## src/rtl/rmii_tx_framer.sv

```systemverilog
// RMII transmit framer: preamble, SFD, payload and optional CRC-32 FCS serialised
// as dibits at 100 Mb/s (one per clock) or 10 Mb/s (one per ten clocks), then the IPG.
module rmii_tx_framer #(
   parameter int PREAMBLE_BYTES = 7,
   parameter int IPG_BYTES      = 12,
   parameter bit GEN_FCS        = 1'b1
) (
   input  logic       rmii_osc,
   input  logic       rst,
   input  logic       speed_10,
   input  logic [7:0] tx_data,
   input  logic       tx_valid,
   input  logic       tx_last,
   output logic       tx_ready,
   output logic [1:0] rmii_tx,
   output logic       rmii_tx_en,
   output logic       busy,
   output logic       underrun
);

   typedef enum logic [2:0] {IDLE, PRE, SFD, DATA, FCS, IPG} state_t;

   localparam logic [15:0] PRE_LAST = 16'(PREAMBLE_BYTES * 4 - 1);
   localparam logic [15:0] IPG_LAST = 16'(IPG_BYTES * 4 - 1);
   localparam logic [31:0] CRC_POLY = 32'hEDB88320;

   function automatic logic [31:0] crc32_byte(input logic [31:0] crc, input logic [7:0] data);
      logic [31:0] c;
      c = crc ^ {24'h0, data};
      for (int i = 0; i < 8; i++) begin
         c = c[0] ? ((c >> 1) ^ CRC_POLY) : (c >> 1);
      end
      return c;
   endfunction

   state_t      state_q, state_d;
   logic [15:0] cnt_q, cnt_d;
   logic [3:0]  div_q, div_d;
   logic        speed_q, speed_d;
   logic [31:0] sh_q, sh_d;
   logic        last_q, last_d;
   logic [31:0] crc_q, crc_d;
   logic [1:0]  tx_q, tx_d;
   logic        tx_en_q, tx_en_d;
   logic        ready_q, ready_d;
   logic        busy_q, busy_d;
   logic        underrun_q, underrun_d;
   logic        tick, tick_next, take, to_ipg;

   always_comb begin
      // NOTE: every variable gets a default before the case so no latch can be inferred.
      state_d    = state_q;
      cnt_d      = cnt_q;
      div_d      = div_q;
      speed_d    = speed_q;
      sh_d       = sh_q;
      last_d     = last_q;
      crc_d      = crc_q;
      tx_d       = tx_q;
      tx_en_d    = tx_en_q;
      underrun_d = 1'b0;
      take       = 1'b0;
      to_ipg     = 1'b0;
      tick       = !speed_q || (div_q == 4'd9);

      if (state_q != IDLE) begin
         div_d = (speed_q && (div_q != 4'd9)) ? div_q + 4'd1 : 4'd0;
      end

      case (state_q)
         IDLE: begin
            // Leaving IDLE is itself a tick: the first preamble dibit goes out now.
            if (tx_valid) begin
               state_d = PRE;
               speed_d = speed_10;
               div_d   = 4'd0;
               cnt_d   = 16'd0;
               crc_d   = 32'hFFFFFFFF;
               tx_d    = 2'b01;
               tx_en_d = 1'b1;
            end
         end
         PRE: begin
            if (tick) begin
               if (cnt_q == PRE_LAST) begin
                  state_d = SFD;
                  cnt_d   = 16'd0;
               end else begin
                  cnt_d = cnt_q + 16'd1;
               end
            end
         end
         SFD: begin
            if (tick) begin
               if (cnt_q == 16'd3) begin
                  take = 1'b1;
               end else begin
                  cnt_d = cnt_q + 16'd1;
                  tx_d  = (cnt_q == 16'd2) ? 2'b11 : 2'b01;
               end
            end
         end
         DATA: begin
            if (tick) begin
               if (cnt_q != 16'd3) begin
                  cnt_d = cnt_q + 16'd1;
                  tx_d  = sh_q[1:0];
                  sh_d  = sh_q >> 2;
               end else if (!last_q) begin
                  take = 1'b1;
               end else if (GEN_FCS) begin
                  state_d = FCS;
                  cnt_d   = 16'd0;
                  tx_d    = ~crc_q[1:0];
                  sh_d    = ~crc_q >> 2;
               end else begin
                  to_ipg = 1'b1;
               end
            end
         end
         FCS: begin
            if (tick) begin
               if (cnt_q == 16'd15) begin
                  to_ipg = 1'b1;
               end else begin
                  cnt_d = cnt_q + 16'd1;
                  tx_d  = sh_q[1:0];
                  sh_d  = sh_q >> 2;
               end
            end
         end
         IPG: begin
            if (tick) begin
               if (cnt_q == IPG_LAST) begin
                  state_d = IDLE;
                  cnt_d   = 16'd0;
                  div_d   = 4'd0;
               end else begin
                  cnt_d = cnt_q + 16'd1;
               end
            end
         end
         default: state_d = IDLE;
      endcase

      // A byte boundary with tx_ready up either loads the next byte or aborts the frame.
      if (take) begin
         if (tx_valid) begin
            state_d = DATA;
            cnt_d   = 16'd0;
            tx_d    = tx_data[1:0];
            sh_d    = {26'h0, tx_data[7:2]};
            last_d  = tx_last;
            crc_d   = crc32_byte(crc_q, tx_data);
         end else begin
            to_ipg     = 1'b1;
            underrun_d = 1'b1;
         end
      end

      if (to_ipg) begin
         state_d = IPG;
         cnt_d   = 16'd0;
         tx_d    = 2'b00;
         tx_en_d = 1'b0;
      end

      // tx_ready is registered, so it is predicted for the cycle that will carry the 4th tick.
      tick_next = !speed_d || (div_d == 4'd9);
      ready_d   = tick_next && (cnt_d == 16'd3) &&
                  ((state_d == SFD) || ((state_d == DATA) && !last_d));
      busy_d    = (state_d != IDLE);
   end

   always_ff @(posedge rmii_osc) begin
      // NOTE: non-blocking assignments only, so every register sees pre-edge values.
      if (rst) begin
         state_q    <= IDLE;
         cnt_q      <= 16'd0;
         div_q      <= 4'd0;
         speed_q    <= 1'b0;
         sh_q       <= 32'd0;
         last_q     <= 1'b0;
         crc_q      <= 32'hFFFFFFFF;
         tx_q       <= 2'b00;
         tx_en_q    <= 1'b0;
         ready_q    <= 1'b0;
         busy_q     <= 1'b0;
         underrun_q <= 1'b0;
      end else begin
         state_q    <= state_d;
         cnt_q      <= cnt_d;
         div_q      <= div_d;
         speed_q    <= speed_d;
         sh_q       <= sh_d;
         last_q     <= last_d;
         crc_q      <= crc_d;
         tx_q       <= tx_d;
         tx_en_q    <= tx_en_d;
         ready_q    <= ready_d;
         busy_q     <= busy_d;
         underrun_q <= underrun_d;
      end
   end

   assign tx_ready   = ready_q;
   assign rmii_tx    = tx_q;
   assign rmii_tx_en = tx_en_q;
   assign busy       = busy_q;
   assign underrun   = underrun_q;

endmodule

```

## config.mk

```make
export PLATFORM = sky130hd
export DESIGN_NAME = rmii_tx_framer
export DESIGN_NICKNAME = d
export VERILOG_FILES = /design/src/rtl/rmii_tx_framer.sv
export SDC_FILE = /design/constraint.sdc
export NUM_CORES = 1
export LEC_CHECK = 0
export BUFFER_PORTS_ARGS = -buffer_cell sky130_fd_sc_hd__buf_4
export CAP_MARGIN = 0
export CELL_PAD_IN_SITES_DETAIL_PLACEMENT = 1
export CELL_PAD_IN_SITES_GLOBAL_PLACEMENT = 1
export CORE_MARGIN = 4
export CORE_UTILIZATION = 43
export CTS_BUF_LIST = sky130_fd_sc_hd__clkbuf_16
export DETAILED_ROUTE_END_ITERATION = 16
export GPL_TIMING_DRIVEN = 0
export PLACE_DENSITY_LB_ADDON = 0.25
export SETUP_SLACK_MARGIN = 0.3
export SLEW_MARGIN = 30
export SYNTH_ARGS = -nofsm -noshare
export SYNTH_HDL_FRONTEND = slang
export SYNTH_SLANG_ARGS = --single-unit
```

## constraint.sdc

```tcl
create_clock -name rmii_osc -period 2.5 [get_ports rmii_osc]
set_input_delay 0.625 -clock rmii_osc [delete_from_list [all_inputs] [get_ports rmii_osc]]
set_output_delay 0.625 -clock rmii_osc [all_outputs]
set_load 0.05 [all_outputs]
```

# After elaboration in Yosys (flattened, before gate mapping)
# Cells that the tools add are included.
# W data, S select, Z words.
totals:
  regBits: 95
classes:
  add_sub_neg: 2
  eq_ne: 17
  mux: 82
  bitwise_logic: 12
  reduce_logical: 17
op_table:
  columns: ["cell", "n"]
  rows:
  - ["$mux W32", 19]
  - ["$mux W16", 15]
  - ["$not A13 Y14", 8]
  - ["$pmux W16 S6", 1]
  - ["$pmux W32 S2", 1]
  - ["$eq A16 B2 Y1 const B", 3]
  - ["$mux W3", 11]
  - ["$not A32 Y32", 1]
  - ["$xor A32 B8 Y32", 1]
  - ["$mux W2", 11]
  - ["$mux W4", 5]
  - ["$add A16 B1 Y16 const B", 1]
  - ["$eq A16 B4 Y1 const B", 1]
  - ["$eq A16 B5 Y1 const B", 1]
  - ["$eq A16 B6 Y1 const B", 1]
  - ["$ne A16 B2 Y1 const B", 1]
  - ["$mux W1", 15]
  - ["$pmux W3 S5", 1]
  - ["$eq A3 B2 Y1 const B", 4]
  - ["$eq A4 B4 Y1 const B", 2]
  - ["$pmux W2 S4", 1]
  - ["$pmux W4 S2", 1]
  - ["$eq A3 B3 Y1 const B", 2]
  - ["$reduce_bool A3 Y1", 2]
  - ["12 further kinds", 21]

# Depth between registers and ports, before layout
logic_depth:
  depth_word: 19
  mapped_depth: 11
  ltp_nobuf: 10

# Worst setup path after synthesis
# OpenSTA, ideal clock, no wires.
synth_timing:
  path_kind: "register to register"
  startpoint: "reg cnt_q[1]"
  endpoint: "reg ready_q, in the netlist tx_ready"
  arrival_ns: 2.429
  setup_slack_ns: -0.017
  path_stages_with_launch: 11
  path_buffers: 1
  period_less_slack_ns: 2.517
  path_cell_list: "dfxtp_1 ha_1 and3_1 clkbuf_1 nand4_1 a22o_1 a211oi_4 o221a_2 and4_1 nand4_1 nor4_2"
synth_via:
  elab_chain_len: 11
synth_rtl:
  columns: ["item", "line", "source"]
  rows:
  - ["from (decl)", "37", "logic [15:0] cnt_q, cnt_d;"]
  - ["from (signal assigned)", "192", "cnt_q <= cnt_d;"]
  - ["branches (longest 10 deep; another with $add A16 B1 Y16)", null, null]
  - ["$logic_and A1 B1 Y1 *", "170", "ready_d = tick_next && (cnt_d == 16'd3) &&"]
  - ["to (signal assigned)", "200", "ready_q <= ready_d;"]
  - ["to (decl)", "45", "logic ready_q, ready_d;"]
# Every way passes the cells marked *.
# A chain may end at the register's enable or synchronous reset.

# Final worst setup path
layout_timing:
  startpoint: "reg cnt_q[12]"
  endpoint: "reg ready_q, in the netlist tx_ready"
# The elaborated chain is that of the path after synthesis.

==> flow_metrics.py <==
metrics = {
    "drt": {
        "firstDrtPassIters": 6,
        "vias_per_cell": 7.43,
        "finalWirelength_um": 36000,
        "vias": 7388,
        "wl_per_cell_um": 36.2,
        "drt_iter0_markers": 1133,
        "postRouteAntennaNets": 0,
        "drc": 0,
    },
    "setup_path": {
        "cp-start-kind": "register",
        "worstPathRequired_ns": 2.78,
        "end_kind": "register",
        "critical_path_class": "register to register",
        "critPathMaxFanout": 5,
        "crit_arrival_ns": 3.46,
    },
    "power": {
        "leakagePower_nw": 3.40,
        "vdd_drop_max_mv": 0.574,
        "power.density_nw_per_um2": 436,
    },
    "synthesis": {
        "synth_edf_count": 0,
        "synthCells": 694,
        "post_synth_and_or_nand_nor_area_fraction_pct": 26.2,
        "synth_cell_types": 67,
        "synth_fp_nets": 712,
        "netlist_area_um2": 5560,
        "synth_ff_type": "dfxtp_1",
        "synth_mux_area_share_pct": 0.720,
        "yosys_warnings": 0,
        "synth-seq-area-share_pct": 34.2,
        "synth_compound_area_share_pct": 22.4,
        "syn-mean-instance-area_um2": 8.02,
        "async_flop_share_pct": 0,
        "synth_xor_area_share_pct": 11.0,
        "synth_top_family_by_area": "simple AND/OR/NAND/NOR gates",
        "synth_seq_cells": 95,
        "post_synth_fa_ha_maj_area_fraction_pct": 1.12,
    },
    "timing": {
        "slew-limit-headroom_pct": 33.9,
        "final.setup_skew_ns": 0.0160,
        "worst_pin_slew_ns": 0.985,
        "clock.fmax_mhz": 315,
        "layout_setup_ws_ns": -0.673,
        "hold_slack_ns": 0.524,
        "hold_violations": 0,
        "fin_tns_setup_ns": -20.10,
        "slew_violations": 0,
        "layout_min_cycle_time_ns": 3.17,
        "rsz0062_at_grt": "true",
        "timing.final.crit_share_pct": 127,
        "setup_viol": 83,
    },
    "place": {
        "dp_hpwl_um": 15100,
        "dpl.cell_count": 885,
        "placed_cell_area_um2": 6020,
        "place.port_buffers": 18,
        "place.gp.congestion": 0.945,
    },
    "floorplanning": {
        "io_pins": 19,
        "start_util_pct": 44.1,
        "core_area_um2": 12600,
        "die_w_um": 122,
        "die_area_um2": 14800,
        "std_cell_rows": 41,
        "die_y_um": 122,
    },
    "clock_tree": {
        "cts_buffer_depth": 2,
        "cts_hold_buf": 0,
        "ctsRootBufferMaster": "clkbuf_16",
        "clk_pin_slew_worst_paths_ns": 0.08,
        "cts.sink_count": 95,
        "clk_latency_ns": 0.38,
        "cts_tree": "built",
        "numCtsBuffers": 9,
        "htree_levels": 3,
    },
    "cells_and_area": {
        "fin_cells": 994,
        "diodes": 0,
        "layout_common_cells": "83 x nor2_1, 81 x buf_4, 81 x dfxtp_1",
        "layout_commonest_cell": "nor2_1",
        "drive_above_1_share_pct": 46.6,
        "post-route-util_pct": 72.9,
        "area_delta_synth_final_pct": 65.3,
        "final_area_um2": 9200,
        "finalNetCount": 835,
    },
    "global_route": {
        "grt_max_degree": 17,
        "antenna_found_initial": 0,
        "grt_pass1_vias": 6662,
        "grt-ovfl-total": 0,
        "grt_usage_pct": 36.5,
        "grt_pass1_wl_um": 41000,
    },
    "outcome": {
        "violations": "negative setup slack",
        "status": "finished, violations left",
    },
    "job": {
        "maxCapViolations": 0,
    },
    "min_path": {
        "hold_path.class": "register to register",
    },
}
==> cells by family after synthesis <==
kind of cell | after synthesis
and+or+nand+nor | 293
DFF | 95
AOI/OAI and AO/OA | 168
adders and majority gates | 5
muxes | 4
buffers and inverters | 59
xor gates and xnor gates | 70
==> sequential cells by signal, indices dropped and copies added (netlist names), 2 cells and up <==
| register | flops |
|---|---|
| rmii_tx | 2 |
| state_q | 3 |
| div_q | 4 |
| sh_q | 32 |
| crc_q | 32 |
| cnt_q | 16 |
==> final timing paths <==
check                  end  slack [ns]  startpoint  cells past startpoint
hold reg to reg   sh_q[30]        0.52    sh_q[30]                      1
setup / recovery  tx_ready       -0.67   cnt_q[12]                      9
hold / removal    sh_q[30]        0.52    sh_q[30]                      1
setup reg to reg  tx_ready       -0.67   cnt_q[12]                      9
==> power by group <==
part	total (mW)	leakage, nW	switching [mW]	internal, mW
logic	0.675	2.44	0.428	0.247
registers	1.53	0.776	0.0168	1.52
clock network	1.80	0.180	0.718	1.09
==> per-stage QoR <==
step,total power [mW],worst slack [ns]
CTS,3.78,-0.188
detailed placement,1.99,-0.855
floorplan,1.86,0.128
global route,4.04,-0.651
global placement,1.98,-0.821
finish,4.01,-0.673
==> layer usage <==
metal	track usage (%)	vias up	routed length (µm)
met5	0	-	0
met1	46.7	3566	12800
met4	16.2	0	3110
met2	58.8	747	15900
met3	8.36	290	4250
li1	-	2785	-
==> repair_timing <==
| action | CTS | global route |
|---|---|---|
| resized for setup | 225 | 235 |
| setup buffers | 42 | 38 |
| setup endpoints to repair | 94 | 93 |
| pin swaps | 42 | 88 |
| gates cloned | 1 | 12 |
==> cells in the mapped netlist (all sizes together) (13+ instances only) <==
master | number | share of area, %
buf | 13 | 1.2
nor2 | 123 | 8.3
xnor2 | 56 | 8.8
dfxtp | 95 | 34
nand3 | 13 | 1.2
o21bai | 20 | 2.7
nand2 | 35 | 2.4
xor2 | 14 | 2.2
a211oi | 15 | 2.2
a221oi | 31 | 4.9
nor3 | 37 | 3.3
a21oi | 22 | 2.0
o21ai | 21 | 1.9
clkbuf | 38 | 2.6
==> cell type report <==
type / instances / area, µm²
flip-flops and latches: 95 / 1930
well taps: 172 / 215
inverters: 8 / 30.0
repair buffers: 111 / 1120
clock buffers: 9 / 225
clock inverters: 7 / 143
multi-input cells: 541 / 4910
plain buffers: 51 / 628
fillers: 1258 / 3420
==> critical path, stage by stage, from the launching register on <==
cell,delay [ns]
dfxtp_4,0.38
nor4_4,0.50
nand4_1,0.32
buf_4,0.24
a22oi_2,0.29
and2_4,0.26
a211oi_1,0.09
a211oi_2,0.38
nand4_1,0.32
nor4_2,0.32
(Power assumes the default switching activity.)
